File: config.mk
export PLATFORM = sky130hd
export DESIGN_NAME = touch_adc_reader
export DESIGN_NICKNAME = d
export VERILOG_FILES = /design/src/rtl/touch_pkg.sv /design/src/rtl/touch_dclk_gen.sv /design/src/rtl/touch_adc_reader.sv
export SDC_FILE = /design/constraint.sdc
export NUM_CORES = 1
export LEC_CHECK = 0
export ABC_AREA = 1
export ABC_CLOCK_PERIOD_IN_PS = 1700
export BUFFER_PORTS_ARGS = -buffer_cell sky130_fd_sc_hd__buf_2
export CORE_ASPECT_RATIO = 0.5
export CORE_MARGIN = 2
export CORE_UTILIZATION = 30
export CTS_CLUSTER_SIZE = 10
export DETAILED_ROUTE_END_ITERATION = 10
export PLACE_DENSITY = 0.47
export RECOVER_POWER = 25
export SLEW_MARGIN = 10
export SYNTH_ARGS = -nofsm -noshare
export SYNTH_HDL_FRONTEND = slang
export SYNTH_SLANG_ARGS = --single-unit
File: constraint.sdc
create_clock -name clk -period 1.7 [get_ports clk]
set_input_delay 0.255 -clock clk [delete_from_list [all_inputs] [get_ports clk]]
set_output_delay 0.255 -clock clk [all_outputs]
set_load 0.01 [all_outputs]
File: src/rtl/touch_pkg.sv
// -----------------------------------------------------------------------------
// touch_pkg
// Shared definitions for the resistive touch-panel reader:
//   - controller command bytes for the Y and X conversions
//   - default screen clamp limits
//   - frame geometry (dclk periods per conversion / per frame)
//   - the reader FSM state enumeration
// -----------------------------------------------------------------------------
package touch_pkg;

  // Start bit, channel select, 12-bit mode, differential, power-down between
  // conversions. Y is measured first, then X.
  localparam logic [7:0] CMD_Y = 8'h90;
  localparam logic [7:0] CMD_X = 8'hD0;

  localparam int DEF_X_MAX = 639;
  localparam int DEF_Y_MAX = 479;

  // One conversion is 24 dclk periods: 8 command bits, 1 busy bit,
  // 12 data bits, 3 trailing zeros. A frame is Y then X back to back.
  localparam int CONV_BITS  = 24;
  localparam int FRAME_BITS = 2 * CONV_BITS;

  typedef enum logic [2:0] {
    ST_IDLE,
    ST_FRAME,
    ST_CHECK,
    ST_PUBLISH,
    ST_WAIT_GAP
  } state_e;

endpackage : touch_pkg

File: src/rtl/touch_dclk_gen.sv
// -----------------------------------------------------------------------------
// touch_dclk_gen
// Serial clock and bit sequencer for one 48-period conversion frame.
// While en_i is high it runs dclk with a 2*CLK_DIV clk period (low half
// first) and counts bit periods 0..47. While en_i is low everything is held
// at zero so each frame starts cleanly at bit 0, low half.
//
// Ports:
//   clk          system clock
//   reset        asynchronous active-high reset
//   en_i         high for the whole frame
//   dclk_o       serial clock to the controller
//   low_start_o  first clk of a period's low half
//   high_end_o   last clk of a period's high half (last cycle of the period)
//   bit_idx_o    current period index within the frame, 0..47
// -----------------------------------------------------------------------------
module touch_dclk_gen
  import touch_pkg::*;
#(
  parameter int CLK_DIV = 4
) (
  input  logic       clk,
  input  logic       reset,
  input  logic       en_i,
  output logic       dclk_o,
  output logic       low_start_o,
  output logic       high_end_o,
  output logic [5:0] bit_idx_o
);

  localparam int DW = $clog2(2 * CLK_DIV);
  localparam logic [DW-1:0] PHASE_LAST = DW'(2 * CLK_DIV - 1);
  localparam logic [DW-1:0] PHASE_HIGH = DW'(CLK_DIV);
  localparam logic [5:0]    BIT_LAST   = 6'(FRAME_BITS - 1);

  logic [DW-1:0] phase_q;
  logic [5:0]    bit_q;

  always_ff @(posedge clk or posedge reset) begin
    if (reset) begin
      phase_q <= '0;
      bit_q   <= '0;
    end else if (!en_i) begin
      phase_q <= '0;
      bit_q   <= '0;
    end else if (phase_q == PHASE_LAST) begin
      phase_q <= '0;
      bit_q   <= (bit_q == BIT_LAST) ? '0 : bit_q + 6'd1;
    end else begin
      phase_q <= phase_q + DW'(1);
    end
  end

  // Decoded from registers and the enable, so dclk drops to idle-low in the
  // same cycle the frame is abandoned.
  assign dclk_o      = en_i && (phase_q >= PHASE_HIGH);
  assign low_start_o = en_i && (phase_q == '0);
  assign high_end_o  = en_i && (phase_q == PHASE_LAST);
  assign bit_idx_o   = bit_q;

endmodule : touch_dclk_gen

File: src/rtl/touch_adc_reader.sv
// -----------------------------------------------------------------------------
// touch_adc_reader
// Reads an ADS7846-class touch controller: on pen-down it runs a Y then an X
// conversion in one chip-select frame, scales the raw 12-bit results to
// screen coordinates, and publishes them if the pen is still down. While the
// pen is held, frames repeat after SAMPLE_GAP idle cycles.
//
// Ports:
//   clk           system clock
//   reset         asynchronous active-high reset
//   penirq_n      pen interrupt from the controller (async, active-low)
//   dout          serial data from the controller (async)
//   cs_n          controller chip select, low for the whole frame
//   dclk          serial clock
//   din           serial command to the controller
//   tor_x         screen x, 0..X_MAX, held between publishes
//   tor_y         screen y, 0..Y_MAX, held between publishes
//   tor_valid     one-cycle strobe on publish
//   touch_active  high from first publish until the pen is seen released
// -----------------------------------------------------------------------------
module touch_adc_reader
  import touch_pkg::*;
#(
  parameter int CLK_DIV    = 4,
  parameter int SAMPLE_GAP = 100,
  parameter int X_MAX      = DEF_X_MAX,
  parameter int Y_MAX      = DEF_Y_MAX
) (
  input  logic       clk,
  input  logic       reset,
  input  logic       penirq_n,
  input  logic       dout,
  output logic       cs_n,
  output logic       dclk,
  output logic       din,
  output logic [9:0] tor_x,
  output logic [8:0] tor_y,
  output logic       tor_valid,
  output logic       touch_active
);

  localparam int GW = (SAMPLE_GAP > 1) ? $clog2(SAMPLE_GAP) : 1;
  localparam logic [GW-1:0] GAP_LAST = GW'(SAMPLE_GAP - 1);
  localparam logic [9:0]    X_LIM    = 10'(X_MAX);
  localparam logic [8:0]    Y_LIM    = 9'(Y_MAX);

  state_e        state_q, state_d;
  logic [GW-1:0] gap_cnt_q, gap_cnt_d;
  logic [1:0]    pen_sync_q;
  logic [1:0]    dout_sync_q;
  logic [11:0]   raw_sr_q;
  logic [11:0]   raw_y_q;
  logic [9:0]    tor_x_q;
  logic [8:0]    tor_y_q;
  logic          active_q;

  logic          pen_n;
  logic          frame_en;
  logic          low_start;
  logic          high_end;
  logic [5:0]    bit_idx;
  logic [5:0]    conv_k;
  logic [7:0]    cmd;
  logic          frame_done;
  logic          load_pub;
  logic          clear_active;
  logic [9:0]    x_full, x_scaled;
  logic [8:0]    y_full, y_scaled;

  // ---------------------------------------------------------------------------
  // Input synchronizers. The pen synchronizer resets to "released" so a reset
  // never looks like a pen-down edge.
  // ---------------------------------------------------------------------------
  always_ff @(posedge clk or posedge reset) begin
    if (reset) begin
      pen_sync_q  <= 2'b11;
      dout_sync_q <= 2'b00;
    end else begin
      // NOTE: flops always take non-blocking assignments so every register in
      // the chain samples the pre-edge value; blocking here would collapse
      // the two stages into one.
      pen_sync_q  <= {pen_sync_q[0], penirq_n};
      dout_sync_q <= {dout_sync_q[0], dout};
    end
  end

  assign pen_n = pen_sync_q[1];

  // ---------------------------------------------------------------------------
  // Serial sequencer
  // ---------------------------------------------------------------------------
  assign frame_en = (state_q == ST_FRAME);

  touch_dclk_gen #(
    .CLK_DIV (CLK_DIV)
  ) u_dclk_gen (
    .clk         (clk),
    .reset       (reset),
    .en_i        (frame_en),
    .dclk_o      (dclk),
    .low_start_o (low_start),
    .high_end_o  (high_end),
    .bit_idx_o   (bit_idx)
  );

  // Bit position within the current conversion, 0..23.
  assign conv_k     = (bit_idx >= 6'(CONV_BITS)) ? bit_idx - 6'(CONV_BITS) : bit_idx;
  assign cmd        = (bit_idx < 6'(CONV_BITS)) ? CMD_Y : CMD_X;
  assign frame_done = high_end && (bit_idx == 6'(FRAME_BITS - 1));

  // The bit index advances on the first clk of a low half, so din changes
  // there and is stable across the rising dclk edge. ~k == 7-k for 3 bits.
  assign din  = frame_en && (conv_k < 6'd8) && cmd[~conv_k[2:0]];
  assign cs_n = !frame_en;

  // ---------------------------------------------------------------------------
  // FSM
  // ---------------------------------------------------------------------------
  always_ff @(posedge clk or posedge reset) begin
    if (reset) begin
      state_q   <= ST_IDLE;
      gap_cnt_q <= '0;
    end else begin
      state_q   <= state_d;
      gap_cnt_q <= gap_cnt_d;
    end
  end

  always_comb begin
    // NOTE: every output of this block gets a default before the case so no
    // path leaves it unassigned, which would otherwise infer a latch.
    state_d      = state_q;
    gap_cnt_d    = gap_cnt_q;
    load_pub     = 1'b0;
    clear_active = 1'b0;
    unique case (state_q)
      ST_IDLE: begin
        if (!pen_n) state_d = ST_FRAME;
      end
      ST_FRAME: begin
        // The controller toggles penirq_n while converting; ignore it here.
        if (frame_done) state_d = ST_CHECK;
      end
      ST_CHECK: begin
        if (!pen_n) begin
          state_d  = ST_PUBLISH;
          load_pub = 1'b1;
        end else begin
          state_d      = ST_IDLE;
          clear_active = 1'b1;
        end
      end
      ST_PUBLISH: begin
        state_d   = ST_WAIT_GAP;
        gap_cnt_d = '0;
      end
      ST_WAIT_GAP: begin
        if (gap_cnt_q == GAP_LAST) begin
          if (!pen_n) begin
            state_d = ST_FRAME;
          end else begin
            state_d      = ST_IDLE;
            clear_active = 1'b1;
          end
        end else begin
          gap_cnt_d = gap_cnt_q + GW'(1);
        end
      end
      default: state_d = ST_IDLE;
    endcase
  end

  // ---------------------------------------------------------------------------
  // Capture and scaling
  // ---------------------------------------------------------------------------
  // Data bits sit at conversion periods 9..20, MSB first. Shifting at the end
  // of the high half gives the synchronizer the whole high half to settle.
  // At the end of the frame raw_sr_q holds the X result; Y is parked in
  // raw_y_q at the end of the Y conversion.
  assign x_full   = 10'(raw_sr_q >> 2);
  assign y_full   = 9'(raw_y_q >> 3);
  assign x_scaled = (x_full > X_LIM) ? X_LIM : x_full;
  assign y_scaled = (y_full > Y_LIM) ? Y_LIM : y_full;

  always_ff @(posedge clk or posedge reset) begin
    if (reset) begin
      // NOTE: the raw capture registers are fully rewritten every frame and
      // need no reset for correctness; they are reset anyway so nothing
      // unknown can reach the coordinate outputs.
      raw_sr_q <= '0;
      raw_y_q  <= '0;
      tor_x_q  <= '0;
      tor_y_q  <= '0;
      active_q <= 1'b0;
    end else begin
      if (low_start && (conv_k == 6'd0)) begin
        raw_sr_q <= '0;
      end else if (high_end && (conv_k >= 6'd9) && (conv_k <= 6'd20)) begin
        raw_sr_q <= {raw_sr_q[10:0], dout_sync_q[1]};
      end

      if (high_end && (bit_idx == 6'(CONV_BITS - 1))) raw_y_q <= raw_sr_q;

      if (load_pub) begin
        tor_x_q <= x_scaled;
        tor_y_q <= y_scaled;
      end

      if (load_pub)          active_q <= 1'b1;
      else if (clear_active) active_q <= 1'b0;
    end
  end

  assign tor_x        = tor_x_q;
  assign tor_y        = tor_y_q;
  assign tor_valid    = (state_q == ST_PUBLISH);
  assign touch_active = active_q;

endmodule : touch_adc_reader

### Word-level counts from Yosys, hierarchy flattened

Cells that the tools add are included.

* output and inout bits: 24
* logic and storage cells: 85
* input port bits: 4
* flip-flop bits (word level): 67

* multiplexer cells: 28
* bitwise operators: 1
* eq/ne operators: 13
* reduce and logical (&&, ||, !) cells: 19
* $lt $le $gt $ge: 9
* add/subtract/negate cells: 4

Operators with widths (count)
* $mux W12: 2
* $mux W6: 4
* $mux W3: 5
* $pmux W3 S5: 1
* $mux W7: 2
* $pmux W7 S2: 1
* $gt A10 B10 Y1 const B: 1
* $logic_and A1 B1 Y1: 10
* $mux W10: 1
* $gt A9 B9 Y1 const B: 1
* $mux W9: 1
* $mux W1: 8
* $add A7 B1 Y7 const B: 1
* $eq A7 B7 Y1 const B: 1
* $add A6 B1 Y6 const B: 1
* $eq A3 B2 Y1 const B: 2
* $eq A3 B3 Y1 const B: 2
* $eq A6 B5 Y1 const B: 1
* $eq A6 B6 Y1 const B: 1
* $ge A6 B4 Y1 const B: 1
* $ge A6 B5 Y1 const B: 1
* $le A6 B5 Y1 const B: 1
* $logic_not A3 Y1: 2
* $logic_not A6 Y1: 1
* other kinds (17): 22

### Logic depth before layout (Yosys ltp)

* depth in word-level cells: 7
* gate-level depth with buffers: 11
* depth with buffers taken out: 10

### Hierarchy

Synthesis repeated with hierarchy kept, for this count alone.

* cell total of the unflattened synthesis: 363
* area, all modules: 3064.2 µm²

Modules (own cells, without submodules)
* touch_adc_reader: area an instance 2576.2 µm², sequential area each 1378.8 µm², cells an instance 307, instances 1
* touch_dclk_gen: area an instance 488.0 µm², sequential area each 225.2 µm², cells an instance 56, instances 1

### Least setup slack after synthesis

Ideal clock, no wire load.

* kind: reg-to-reg
* from: register u_dclk_gen.phase_q[0]
* to: register raw_sr_q[11]
* library setup time: 118 ps
* path slack: 156 ps
* path buffers: 1
* cell stages (with the launch flop): 11
* period minus slack after synthesis: 1544 ps
* arrival: 1426 ps
* required time: 1582 ps
* path through: dfrtp_1 -> ha_1 -> ha_1 -> inv_1 -> nor2_4 -> nand2_1 -> a21oi_4 -> nand2_2 -> buf_6 -> nand3_1 -> nand2_1

* longest elaborated chain between the ends: 5
* elaborated cells between the ends (all ways): 9
* those cells by class: 1 x eq/ne; 1 x mux; 7 x reduce/logical

RTL lines
* from (decl): RTL line touch_dclk_gen.sv:36 `logic [DW-1:0] phase_q;`
* from (signal assigned): RTL line touch_dclk_gen.sv:50 `phase_q <= phase_q + DW'(1);`
* $eq A3 B3 Y1: RTL line touch_dclk_gen.sv:58 `assign high_end_o = en_i && (phase_q == PHASE_LAST);`
* $logic_and A1 B1 Y1: RTL line touch_dclk_gen.sv:58
* $logic_and A1 B1 Y1 (2 in a row): RTL line touch_adc_reader.sv:198 `end else if (high_end && (conv_k >= 6'd9) && (conv_k <= 6'd20)) begin`
* $reduce_bool A2 Y1 (no line)
* to (signal assigned): RTL line touch_adc_reader.sv:199 `raw_sr_q <= {raw_sr_q[10:0], dout_sync_q[1]};`
* to (decl): RTL line touch_adc_reader.sv:51 `logic [11:0] raw_sr_q;`

Several ways; a longest one is shown, not always the timed one.
A chain may end at the register's enable or synchronous reset.

### Worst setup path after layout

* from: register u_dclk_gen.bit_q[3], in the netlist u_dclk_gen.bit_idx_o[3]
* to: output port din

* longest elaborated chain between the ends: 6
* elaborated cells between the ends (all ways): 11
* those cells by class: 1 x add/sub; 3 x order compare; 4 x mux; 1 x bitwise; 2 x reduce/logical

RTL lines
* from (decl): RTL line touch_dclk_gen.sv:37 `logic [5:0] bit_q;`
* from (signal assigned): RTL line touch_dclk_gen.sv:48 `bit_q <= (bit_q == BIT_LAST) ? '0 : bit_q + 6'd1;`
* branches (longest 5 deep; another with $sub A6 B5 Y6)
* $logic_and A1 B1 Y1 (*): RTL line touch_adc_reader.sv:113 `assign din = frame_en && (conv_k < 6'd8) && cmd[~conv_k[2:0]];`
* to (decl): RTL line touch_adc_reader.sv:35 `output logic din,`

Every way passes the cells marked *. The select of a mux whose other input is x is not followed.

==> summary.txt <==
STA
  – Final worst slack: -82.9 ps
  – Min cycle time layout: 1780 ps
  – Smallest hold slack: a little over 20 ps
  – Peak Freq: 561 MHz
  – Measured slew at the worst slew-check pin: 1410 ps
  – Post-route clock period utilization: 1.05
  – Worst slew margin relative to its limit: 0.0599
  – Fin. Hold Viols: 0
  – Final setup fails: 10
  – RSZ-0062 raised after global routing: true
  – Slew Viols, Final: 0
  – Layout Skew: 7.37 ps
  – Setup TNS: -170 ps

Routing
  – DRT iter0 DRCs: 120
  – DR top layer: met4
  – Vias: about 2700
  – DRT Wirelength: 7480 µm
  – Via/cell ratio: 4.71
  – DR WL/cell: roughly 13 µm
  – Met3 wire length: 385 µm
  – ANT nets after route: 0
  – DRC: 0
  – Metal2 WL: 3570 µm
  – TritonRoute pass-1 iters: 5
  – Met1 WL: 3410 µm

Clock tree
  – CTS Buf Count: 9
  – Max Root-Sink Buffers: 2
  – Clk pin slew, worst setup/hold paths: 60 ps
  – Skew-Pair Late Insertion Delay: 330 ps
  – CTS tree: yes
  – Clock root buffer: clkbuf_16
  – Sink Count: 64
  – Hold Buf Count CTS: 0
  – H-Tree Depth: 3

Logic synthesis
  – Ys async rst share: 1.00
  – Mapped Nets: 376
  – EDFF count, synth: 0
  – Synth Warn #: 0
  – Mapped Area: 3050 µm²
  – Synth Register Bits: 64
  – Main synth FF type: dfrtp_1
  – Avg Inst Size Synth: 8.39 µm²
  – Post-Syn Instances: 363
  – Synth cell types: 32
  – Register area share after synthesis: 0.527

Worst setup path
  – Worst Path Max Fanout: 5
  – R2R depth: 8
  – FF-to-FF End: raw_sr_q[10]
  – Arrival time at the worst endpoint: around 1500 ps
  – Required @ worst endpoint: 1440 ps
  – Crit path capture type: output port
  – Setup CP Type: flip-flop to output port
  – Reg2Reg Setup Slack: -20 ps
  – Crit start category: flip-flop
  – R2R Path Start: u_dclk_gen.bit_idx_o[3]

Final layout
  – Diodes inserted: 0
  – Fill cells: 951
  – Area grow syn2layout: 32.7%
  – Non-filler instance count after layout: approximately 560
  – Fraction of final layout cells sized beyond drive strength 1: 0.263
  – Final-stage net count: 437

Global route
  – Overflow after GRT: 0
  – Largest net degree at the start of global routing: 65
  – First-pass GRT wire length: 12000 µm
  – Vias in the first global route: roughly 2500
  – Gr usage total: 0.142
  – Initial antenna violation count: 0

Place
  – Number of port buffers: 27
  – Worst slack at placement: -3.23 ps
  – Post-DP HPWL: 5020 µm
  – GPL Wtd Cong: between 0.7 and 0.8
  – Placed insts: 530

Outcome
  – Failing checks: setup timing
  – Status: finished with violations

Die
  – I/O pin count: 28
  – Core area: 9670 µm²
  – Die H: 75.2 µm
  – Initial Util: 0.315
  – Die X-Extent: between 100 and 150 µm
  – Placement Rows: 25
  – Die area: 11000 µm²

Power and ir drop
  – Static Leak: 2.10 nW
  – Maximum VDD drop: roughly 0.41 mV
  – Total Power: 3.66 mW
  – Power per Cell Area: 906 nW/µm²

Hold path
  – Worst hold path class: input pin to flip-flop
  – Hold Path Sink: pen_sync_q[0]
  – Worst Hold Path Cells: 1
  – HP Start: penirq_n

Job
  – # Max-Cap Violations: 0
cell families after synthesis:
kind of cell	count (synthesis)	share of synthesized area
xor+xnor	3	0.00863
simple gates	188	0.270
flops	64	0.527
buf+inv	50	0.0674
compound gates	49	0.0900
fa+ha+maj	9	0.0370
placed cells by master (no fill, tap or decap), types with 6 or more instances in the layout:
cell       Yosys  final
dfrtp_1       62     58
o21ai_0       27     25
buf_6          1      6
inv_2          5      7
nand3_1       33     30
buf_4          1     19
clkbuf_16      0     11
nand2_2        4      8
inv_1         36     34
buf_2          5     27
a21oi_1        8      8
nor2_1        29     29
nand2_1      104     99
flip-flops by register name, summed over array words and instances, names as in the netlist:
signal                count
raw_sr_q                 12
tor_x                    10
raw_y_q                   9
tor_y                     9
gap_cnt_q                 7
u_dclk_gen.bit_idx_o      6
state_q                   3
u_dclk_gen.phase_q        3
dout_sync_q               2
pen_sync_q                2
touch_active              1
power breakdown:
| group | total (mW) | internal (mW) | switching [mW] |
|---|---|---|---|
| Clock | 2.09 | 1.43 | 0.665 |
| Combinational | 0.0340 | 0.00343 | 0.0305 |
| Sequential | 1.53 | 1.53 | 0.00240 |
| Total | 3.66 | 2.96 | 0.698 |
worst max-delay path by stage:
stage	end	cells past startpoint	from	slack (ps)
2_1_floorplan	raw_sr_q[11]	10	u_dclk_gen.phase_q[0]	160
3_3_place_gp	raw_sr_q[6]	9	u_dclk_gen.bit_idx_o[0]	90
3_5_place_dp	raw_sr_q[11]	9	u_dclk_gen.phase_q[0]	-3
6_report	din	6	u_dclk_gen.bit_idx_o[3]	-80
4_1_cts	din	6	u_dclk_gen.bit_idx_o[5]	-80
5_1_grt	raw_sr_q[11]	11	u_dclk_gen.bit_idx_o[3]	-170
worst max-delay path, cell delays in order (launching register included):
cell,delay [ps]
dfrtp_2,460
nand2_2,90
inv_2,50
a21oi_4,160
nand3_2,110
nor4_2,150
buf_2,170
metal layers:
layer | vias up | GRT usage
met5 | - | 0
met4 | 0 | 0.0475
met3 | 14 | 0.0576
met2 | 48 | 0.235
met1 | 1295 | 0.175
li1 | 1297 | -
cells in the mapped netlist (all sizes together) (2+ instances only):
| library cell | n | area [µm²] |
|---|---|---|
| o21ai | 32 | 160 |
| o22ai | 3 | 18.8 |
| nand3 | 34 | 183 |
| dfrtp | 62 | 1550 |
| ha | 9 | 113 |
| buf | 7 | 43.8 |
| nor3 | 5 | 25.0 |
| inv | 41 | 154 |
| o21a | 2 | 15.0 |
| nor2 | 33 | 144 |
| xor2 | 3 | 26.3 |
| nand4 | 6 | 43.8 |
| nand2 | 108 | 415 |
| a21oi | 10 | 65.1 |
| dfstp | 2 | 52.6 |
through the flow:
stage,util,instance area [µm²]
detailed placement,0.355,3430
global placement,0.355,3430
floorplan,-,3050
global route,0.418,4040
CTS,0.395,3810
finish,0.418,4040
timing repair:
action	CTS	global route
pin swaps	1	6
setup endpoints to repair	5	27
resized for setup	8	29
buffers inserted	2	11
gates cloned	0	5
final cells by class:
cell class              count  area, µm²  area share
repair buffers             56        419       0.104
clock buffers              10        229      0.0566
well taps                 135        169      0.0418
clock inverters             6        109      0.0269
inverters                  42        161      0.0399
flip-flops and latches     64       1610       0.398
multi-input cells         251       1350       0.333
(Power assumes the default switching activity.)
